## src/rtl/div_share_pkg.sv

```systemverilog
// Shared types for the divider-sharing controller: FSM states and response
// error codes returned to requesters.
package div_share_pkg;

    typedef enum logic [1:0] {
        ST_IDLE  = 2'd0,
        ST_ISSUE = 2'd1,
        ST_WAIT  = 2'd2,
        ST_RESP  = 2'd3
    } state_t;

    localparam logic [1:0] ERR_OK  = 2'b00;
    localparam logic [1:0] ERR_DZ  = 2'b01;
    localparam logic [1:0] ERR_TMO = 2'b10;

endpackage

```

## src/rtl/div_share_ctrl_rr_arbiter.sv

```systemverilog
// Combinational round-robin arbiter: the first asserted request found when
// scanning upward from ptr_i (wrapping) receives a one-hot grant.
module rr_arbiter #(
    parameter int NUM_REQ = 4,
    localparam int IDW = (NUM_REQ > 1) ? $clog2(NUM_REQ) : 1
) (
    input  logic [NUM_REQ-1:0] req_i,
    input  logic [IDW-1:0]     ptr_i,
    output logic [NUM_REQ-1:0] gnt_o,
    output logic [IDW-1:0]     gnt_id_o
);

    int   idx;
    logic found;

    // Scan from the pointer, wrap once, stop at the first requester found
    always_comb begin
        gnt_o    = '0;
        gnt_id_o = '0;
        found    = 1'b0;
        idx      = 0;
        for (int i = 0; i < NUM_REQ; i++) begin
            idx = int'(ptr_i) + i;
            if (idx >= NUM_REQ) begin
                idx = idx - NUM_REQ;
            end
            if (!found && req_i[idx]) begin
                gnt_o[idx] = 1'b1;
                gnt_id_o   = IDW'(idx);
                found      = 1'b1;
            end
        end
    end

endmodule

```

## src/rtl/div_share_ctrl.sv

```systemverilog
// Shares one radix-2 divider between NUM_REQ requesters. One transaction is
// in flight at a time: accept (round-robin), issue, wait with timeout,
// respond. A zero divisor is answered locally without touching the divider.
module div_share_ctrl
    import div_share_pkg::*;
#(
    parameter int NUM_REQ = 4,
    parameter int WIDTH   = 8,
    parameter int TIMEOUT = 63
) (
    input  logic                     clk,
    input  logic                     rst_n,
    input  logic [NUM_REQ-1:0]       req_valid,
    output logic [NUM_REQ-1:0]       req_ready,
    input  logic [NUM_REQ-1:0]       req_sign,
    input  logic [NUM_REQ*WIDTH-1:0] req_dividend,
    input  logic [NUM_REQ*WIDTH-1:0] req_divisor,
    output logic [NUM_REQ-1:0]       rsp_valid,
    input  logic [NUM_REQ-1:0]       rsp_ready,
    output logic [2*WIDTH-1:0]       rsp_result,
    output logic [1:0]               rsp_err,
    output logic                     div_sign,
    output logic [WIDTH-1:0]         div_dividend,
    output logic [WIDTH-1:0]         div_divisor,
    output logic                     div_opn_valid,
    input  logic                     div_res_valid,
    input  logic [2*WIDTH-1:0]       div_result
);

    localparam int IDW = (NUM_REQ > 1) ? $clog2(NUM_REQ) : 1;
    localparam int TW  = $clog2(TIMEOUT + 1);
    localparam logic [TW-1:0]      TMO_LIM = TW'(TIMEOUT);
    localparam logic [NUM_REQ-1:0] ONE_HOT0 = NUM_REQ'(1);

    state_t               state_q, state_d;
    logic [IDW-1:0]       rr_ptr_q, rr_ptr_d;
    logic [IDW-1:0]       gnt_id_q, gnt_id_d;
    logic [TW-1:0]        tmo_cnt_q, tmo_cnt_d;
    logic [NUM_REQ-1:0]   rsp_valid_q, rsp_valid_d;
    logic [2*WIDTH-1:0]   rsp_result_q, rsp_result_d;
    logic [1:0]           rsp_err_q, rsp_err_d;
    logic                 div_opn_valid_q, div_opn_valid_d;
    logic                 div_sign_q, div_sign_d;
    logic [WIDTH-1:0]     div_dividend_q, div_dividend_d;
    logic [WIDTH-1:0]     div_divisor_q, div_divisor_d;

    logic [NUM_REQ-1:0]   arb_gnt;
    logic [IDW-1:0]       arb_id;
    logic                 accept;
    logic [WIDTH-1:0]     sel_dividend;
    logic [WIDTH-1:0]     sel_divisor;

    rr_arbiter #(
        .NUM_REQ (NUM_REQ)
    ) u_arb (
        .req_i    (req_valid),
        .ptr_i    (rr_ptr_q),
        .gnt_o    (arb_gnt),
        .gnt_id_o (arb_id)
    );

    // Grant is only offered while idle; held low during reset as well
    always_comb begin
        req_ready = (rst_n && (state_q == ST_IDLE)) ? arb_gnt : '0;
    end

    assign accept       = |(req_valid & req_ready);
    assign sel_dividend = req_dividend[arb_id*WIDTH +: WIDTH];
    assign sel_divisor  = req_divisor[arb_id*WIDTH +: WIDTH];

    // Next-state logic for the transaction FSM and all registered outputs
    always_comb begin
        state_d         = state_q;
        rr_ptr_d        = rr_ptr_q;
        gnt_id_d        = gnt_id_q;
        tmo_cnt_d       = tmo_cnt_q;
        rsp_valid_d     = rsp_valid_q;
        rsp_result_d    = rsp_result_q;
        rsp_err_d       = rsp_err_q;
        div_opn_valid_d = 1'b0;
        div_sign_d      = div_sign_q;
        div_dividend_d  = div_dividend_q;
        div_divisor_d   = div_divisor_q;
        case (state_q)
            ST_IDLE: begin
                if (accept) begin
                    gnt_id_d       = arb_id;
                    rr_ptr_d       = (arb_id == IDW'(NUM_REQ - 1)) ? '0 : arb_id + 1'b1;
                    div_sign_d     = req_sign[arb_id];
                    div_dividend_d = sel_dividend;
                    div_divisor_d  = sel_divisor;
                    if (sel_divisor == '0) begin
                        // Divide-by-zero answered immediately, divider untouched
                        state_d      = ST_RESP;
                        rsp_valid_d  = arb_gnt;
                        rsp_result_d = {sel_dividend, {WIDTH{1'b1}}};
                        rsp_err_d    = ERR_DZ;
                    end else begin
                        state_d         = ST_ISSUE;
                        div_opn_valid_d = 1'b1;
                    end
                end
            end
            ST_ISSUE: begin
                state_d   = ST_WAIT;
                tmo_cnt_d = '0;
            end
            ST_WAIT: begin
                tmo_cnt_d = tmo_cnt_q + 1'b1;
                // A result arriving on the timeout cycle still counts as normal
                if (div_res_valid) begin
                    state_d      = ST_RESP;
                    rsp_valid_d  = ONE_HOT0 << gnt_id_q;
                    rsp_result_d = div_result;
                    rsp_err_d    = ERR_OK;
                end else if (tmo_cnt_d == TMO_LIM) begin
                    state_d      = ST_RESP;
                    rsp_valid_d  = ONE_HOT0 << gnt_id_q;
                    rsp_result_d = '0;
                    rsp_err_d    = ERR_TMO;
                end
            end
            ST_RESP: begin
                if (rsp_ready[gnt_id_q]) begin
                    state_d     = ST_IDLE;
                    rsp_valid_d = '0;
                end
            end
            default: state_d = ST_IDLE;
        endcase
    end

    // State and output registers; reset aborts any transaction in flight
    always_ff @(posedge clk or negedge rst_n) begin
        if (!rst_n) begin
            state_q         <= ST_IDLE;
            rr_ptr_q        <= '0;
            gnt_id_q        <= '0;
            tmo_cnt_q       <= '0;
            rsp_valid_q     <= '0;
            rsp_result_q    <= '0;
            rsp_err_q       <= ERR_OK;
            div_opn_valid_q <= 1'b0;
            div_sign_q      <= 1'b0;
            div_dividend_q  <= '0;
            div_divisor_q   <= '0;
        end else begin
            state_q         <= state_d;
            rr_ptr_q        <= rr_ptr_d;
            gnt_id_q        <= gnt_id_d;
            tmo_cnt_q       <= tmo_cnt_d;
            rsp_valid_q     <= rsp_valid_d;
            rsp_result_q    <= rsp_result_d;
            rsp_err_q       <= rsp_err_d;
            div_opn_valid_q <= div_opn_valid_d;
            div_sign_q      <= div_sign_d;
            div_dividend_q  <= div_dividend_d;
            div_divisor_q   <= div_divisor_d;
        end
    end

    assign rsp_valid     = rsp_valid_q;
    assign rsp_result    = rsp_result_q;
    assign rsp_err       = rsp_err_q;
    assign div_opn_valid = div_opn_valid_q;
    assign div_sign      = div_sign_q;
    assign div_dividend  = div_dividend_q;
    assign div_divisor   = div_divisor_q;

endmodule

```

## config.mk

```make
export PLATFORM = sky130hd
export DESIGN_NAME = div_share_ctrl
export DESIGN_NICKNAME = d
export VERILOG_FILES = /design/src/rtl/div_share_pkg.sv /design/src/rtl/div_share_ctrl_rr_arbiter.sv /design/src/rtl/div_share_ctrl.sv
export SDC_FILE = /design/constraint.sdc
export NUM_CORES = 1
export LEC_CHECK = 0
export ABC_CLOCK_PERIOD_IN_PS = 6300
export CAP_MARGIN = 25
export CORE_MARGIN = 1
export CORE_UTILIZATION = 50
export CTS_CLUSTER_DIAMETER = 120
export DETAILED_ROUTE_END_ITERATION = 16
export GPL_TIMING_DRIVEN = 0
export HOLD_SLACK_MARGIN = 0.06
export PLACE_DENSITY = 0.95
export SETUP_SLACK_MARGIN = 0.3
export SLEW_MARGIN = 5
export SYNTH_ARGS = -nofsm -noshare
export SYNTH_HDL_FRONTEND = slang
export SYNTH_SLANG_ARGS = --single-unit
export TNS_END_PERCENT = 100
```

## constraint.sdc

```tcl
create_clock -name clk -period 6.3 [get_ports clk]
set_input_delay 0.63 -clock clk [delete_from_list [all_inputs] [get_ports clk]]
set_output_delay 0.63 -clock clk [all_outputs]
set_load 0.005 [all_outputs]
```

## Yosys cells after proc, flatten, opt, wreduce, memory -nomap -nowiden

Cells that the tools add are included.

- Bitwise logic cells: 4
- $lt $le $gt $ge: 14
- Shift operators: 3
- Multiplexer cells: 67
- Equal/unequal tests: 9
- $add $sub $neg: 9
- Reduce and logical (&&, ||, !) cells: 21

Operators by type and width:

| cell | count |
|---|---|
| $ge 32x1->1 const B | 4 |
| $lt 32x4->1 const B | 4 |
| $mux 32 | 4 |
| $ge 32x4->1 const B | 3 |
| $sub 32x4->32 const B | 3 |
| $mux 16 | 4 |
| $shiftx 32x6->8 | 2 |
| $mux 4 | 10 |
| $pmux 16 s2 | 1 |
| $mux 2 | 14 |
| $mux 1 | 20 |
| $bmux 1 s2 | 6 |
| $or 4x4->4 | 3 |
| $pmux 4 s3 | 1 |
| $pmux 6 s2 | 1 |
| $demux 1 s2 | 4 |
| $logic_and 1x1->1 | 8 |
| $logic_not 8->1 | 1 |
| $pmux 2 s4 | 1 |
| $add 2x2->3 const B | 2 |
| $add 6x1->6 const B | 1 |
| $eq 2x2->1 const B | 3 |
| $eq 6x6->1 const B | 1 |
| $lt 2x3->1 const B | 2 |
| other kinds (20) | 24 |

- Bits of input ports: 95
- Register bits: 52
- Logic and storage cells: 138
- Output and inout bits: 44

## Longest topological paths before layout

- Word-level depth: 20
- Depth in mapped cells: 16
- Depth with buffers taken out: 11

## By module

A second synthesis with hierarchy kept.

- Cells, all modules: 318
- Area total of the unflattened synthesis: 3544.6 um^2

By module, submodules not included:

| module | area each (um^2) | cells an instance | sequential area each (um^2) | instances |
|---|---|---|---|---|
| div_share_ctrl | 3088.0 | 269 | 1301.2 | 1 |
| rr_arbiter | 456.7 | 49 | 0.0 | 1 |

## Worst setup path after synthesis

No wires, ideal clock.

- Path type: register to register
- Start: register rr_ptr_q[0]
- End: register rsp_err_q[0], in the netlist rsp_err[0]
- Library setup time: 0.128 ns
- Clock period less this slack: 4.070 ns
- Buffers on the path: 4
- Stages on the path, launching flop included: 16
- Slack: 2.230 ns
- Data arrival time: 3.942 ns
- Required time: 6.172 ns
- Path through: dfrtp_1 -> buf_4 -> inv_1 -> clkbuf_1 -> ha_1 -> mux4_2 -> buf_6 -> nand2_1 -> a311o_1 -> nor3_1 -> a21o_1 -> buf_2 -> mux2_2 -> o31ai_4 -> nand2_4 -> mux2_1

- Longest elaborated chain between the ends: 20
- Elaborated cells between the ends (all ways): 75
- Those cells by class: 7 x add/sub; 12 x order compare; 2 x eq/ne; 1 x shift; 36 x mux; 4 x bitwise; 13 x reduce/logical

RTL lines:

| item | RTL line | source |
|---|---|---|
| start, declared | div_share_ctrl.sv:36 | `logic [IDW-1:0] rr_ptr_q, rr_ptr_d;` |
| start signal, assigned | div_share_ctrl.sv:149 | `rr_ptr_q <= rr_ptr_d;` |
| parallel branches: the longest is 19 deep, another holds $sub 32x4->32 | n/a |  |
| $reduce_and 4->1 (no line) (*) | n/a |  |
| end signal, assigned | div_share_ctrl.sv:154 | `rsp_err_q <= rsp_err_d;` |
| end, declared | div_share_ctrl.sv:41 | `logic [1:0] rsp_err_q, rsp_err_d;` |

Every way passes the cells marked *. The select of a mux whose other input is x is not followed.
A chain may end at the register's enable or synchronous reset.

## Worst setup path in the final report

Ends and elaborated chain as after synthesis.

==> flow_summary.json <==
{
  "dp.cells": 715,
  "synth_edf_count": 0,
  "worstMarginPinSlew_ns": 0.761,
  "multi_input_area_um2": 2620,
  "yosysMostFrequentCell": "nand2_1",
  "post-route-period-util": 0.777,
  "num_rows": 32,
  "start_kind": "register",
  "finClkSkew_ns": 0.00714,
  "rsz0062_at_grt": "false",
  "clkSlewWorstSetupHoldPaths_ns": 0.09,
  "seqCellArea_um2": 1300,
  "die-area_um2": 8690,
  "avgSynthCellArea_um2": 8.78,
  "core_um2": 7890,
  "fp.dieH_um": 93.2,
  "cpMaxStageDelayCell": "clkbuf_1",
  "wire_per_inst_um": 18.2,
  "cp.arrival_ns": 5.09,
  "worst_ir_drop_vdd_mv": 0.280,
  "dp_slack_ns": 1.50,
  "antennaDiodeCount": 0,
  "synth_xor_area_frac": 0.00631,
  "synth_area_leaders": "dfrtp_1, mux2i_1, mux2_2, o21ai_0, nand2_1",
  "synth_top_family_by_area": "compound AO/OA/AOI/OAI gates",
  "synth_common_cells": "nand2_1, dfrtp_1, o21ai_0, mux2i_1, a21oi_1",
  "track_usage": 0.306,
  "grt_pass1_wl_mm": 21.1,
  "outcome": "completed",
  "die_w_um": 93.2,
  "ys_seq_area_frac": 0.313,
  "drc": 0,
  "num_io_pins": 139,
  "worstPathRequired_ns": 6.49,
  "cts-root-buf": "clkbuf_8",
  "start_util": 0.528,
  "num-nets-final": 727,
  "postSynthCellCount": 474,
  "ys_seq_elements": 52,
  "finalHoldViolations": 0,
  "antenna_left": 0,
  "viasPerCell": 6.17,
  "antenna_found_initial": 0,
  "drtPass1Iterations": 5,
  "cts-htree-levels": 2,
  "portBuffers": 138,
  "grt_overflow": 0,
  "max-clock-path-buffers": 2,
  "setup_ws_ns": 1.41,
  "drive_above_1_share": 0.102,
  "clkSinkCount": 52,
  "drv_slew": 0,
  "synth-compound-area-share": 0.219,
  "fin_setup_tns_ns": 0,
  "first_iter_violations": 314,
  "critPathKind": "reg2reg",
  "power.leakage_nw": 2.43,
  "wirelength_mm": 13.1,
  "setup_viol": 0,
  "ff2ff_path_depth": 15,
  "fillers": 552,
  "synthArstFlopShare": 1.00,
  "min_path_type": "in2async",
  "fmaxAchievable_mhz": 204,
  "place.gp.congestion": 0.906,
  "synth_fa_ha_area_frac": 0.0361,
  "yosysUniqueCellTypes": 69,
  "yosys.area_share.simple": 0.173,
  "synth_top_area_share": 0.313,
  "min_period_ns": 4.89,
  "relSlewSlack": 0.489,
  "power_mw": 3.03,
  "cts_setup_buffers": 0,
  "netlist_area_um2": 4160,
  "stdcell_count": 721,
  "cts_tree": "done",
  "ys.flop_type": "dfrtp_1",
  "ctsResizeCount": 0,
  "clock_latency_ns": 0.30,
  "syn_nets": 581,
  "yosysWarnings": 0,
  "vias": 4446,
  "end_kind": "register",
  "synth_top_area_cell": "dfrtp_1",
  "dp_hpwl_mm": 10.2,
  "cpPeakStageDelay_ns": 0.47,
  "p_per_area_nw_per_um2": 524,
  "cts_hold_buf": 0,
  "cts_buffers": 5,
  "cp_max_fo": 12,
  "grt_pass1_vias": 4357,
  "syn2layout_area_growth_pct": 39.0,
  "cp_cell_sequence": "buf_4 -> inv_1 -> clkbuf_1 -> ha_1 -> mux4_2 -> buf_6 -> nand2_1 -> a311o_1 -> nor3_1 -> a21o_1 -> buf_2 -> mux2_2 -> o31ai_4 -> nand2_4 -> mux2_1",
  "synthMuxAreaShare": 0.194,
  "grt_max_degree": 42,
  "maxCapViolCount": 0
}
==> metrics by stage <==
step           area [um2]  utilization  hold WS (ns)
4_1_cts              5790        0.734         0.264
3_5_place_dp         5690        0.721         0.474
3_3_place_gp         5670        0.719         0.464
6_report             5790        0.734         0.250
5_1_grt              5790        0.734         0.276
2_1_floorplan        4160            -         0.334
==> worst max-delay path, delay by kind of cell (launching register included) <==
kind,cells,cell delay (ns)
AOI/OAI and AO/OA,3,0.90
adders and majority gates,1,0.39
buffers and inverters,5,1.30
DFF,1,0.43
muxes,3,1.24
and+or+nand+nor,3,0.52
==> logic make-up (layout without fill, tap and decap cells) <==
family,Yosys count,after routing
and+or+nand+nor,140,140
AOI/OAI and AO/OA,139,139
muxes,71,71
buffers and inverters,57,202
DFF,52,52
adders and majority gates,12,12
xor gates and xnor gates,3,3
==> state kept, by name, indices dropped and copies added (netlist names) <==
register       count
rr_ptr_q           2
div_sign           1
gnt_id_q           2
rsp_result        16
rsp_valid          4
state_q            2
rsp_err            2
div_opn_valid      1
tmo_cnt_q          6
div_divisor        8
div_dividend       8
==> final timing paths <==
check                                      startpoint  slack [ns]                    endpoint
min                                             rst_n        0.25    rsp_valid[3]$_DFFE_PN0P_
max in group asynchronous                       rst_n        5.49  div_divisor[1]$_DFFE_PN0P_
min reg2reg                div_divisor[5]$_DFFE_PN0P_        0.49  div_divisor[5]$_DFFE_PN0P_
min in group clk           div_divisor[5]$_DFFE_PN0P_        0.49  div_divisor[5]$_DFFE_PN0P_
max reg2reg                   rr_ptr_q[0]$_DFFE_PN0P_        1.41      rsp_err[0]$_DFFE_PN0P_
max                           rr_ptr_q[0]$_DFFE_PN0P_        1.41      rsp_err[0]$_DFFE_PN0P_
==> layout by cell type, fill, tap and decap left out, types with 3 or more instances in the layout <==
cell / n
clkdlybuf4s50_1: 137
nand2_1: 54
dfrtp_1: 52
o21ai_0: 42
mux2i_1: 39
a21oi_1: 28
nor2_1: 26
inv_1: 23
mux2_2: 23
clkbuf_1: 15
buf_2: 14
ha_1: 12
nand3_1: 11
o22ai_1: 11
a41oi_1: 9
a31oi_1: 7
nand3b_1: 6
nor3_1: 6
mux4_2: 5
a221oi_1: 5
clkbuf_8: 5
and3_1: 4
nor2b_1: 4
mux2_1: 4
nor4b_1: 3
a22oi_1: 3
nor3b_1: 3
and2_1: 3
a221o_1: 3
or4_1: 3
o21ai_1: 3
==> layer usage <==
| layer | GRT usage | vias up | share of wire | wire length (um) |
|---|---|---|---|---|
| met4 | 0.0795 | 0 | 0.018 | 240 |
| li1 | - | 2038 | - | - |
| met1 | 0.383 | 2117 | 0.40 | 5190 |
| met3 | 0.0577 | 32 | 0.085 | 1120 |
| met5 | 0 | - | 0 | 0 |
| met2 | 0.538 | 259 | 0.50 | 6550 |
==> where the power goes <==
| part | switching [mW] | internal [mW] | leakage, nW |
|---|---|---|---|
| registers | 0.110 | 0.483 | 0.627 |
| logic | 1.20 | 1.02 | 1.75 |
| clock network | 0.108 | 0.114 | 0.0501 |
| total | 1.41 | 1.62 | 2.43 |
==> area by class of cell <==
cell class,count,share of cell area
Clock buffer,5,0.0119
Clock inverter,1,0.00519
Inverter,24,0.0156
Timing Repair Buffer,139,0.241
Multi-Input combinational cell,365,0.452
Buffer,33,0.0268
Sequential cell,52,0.225
Tap cell,102,0.0221
No activity file was read; power rests on OpenSTA's default activity.
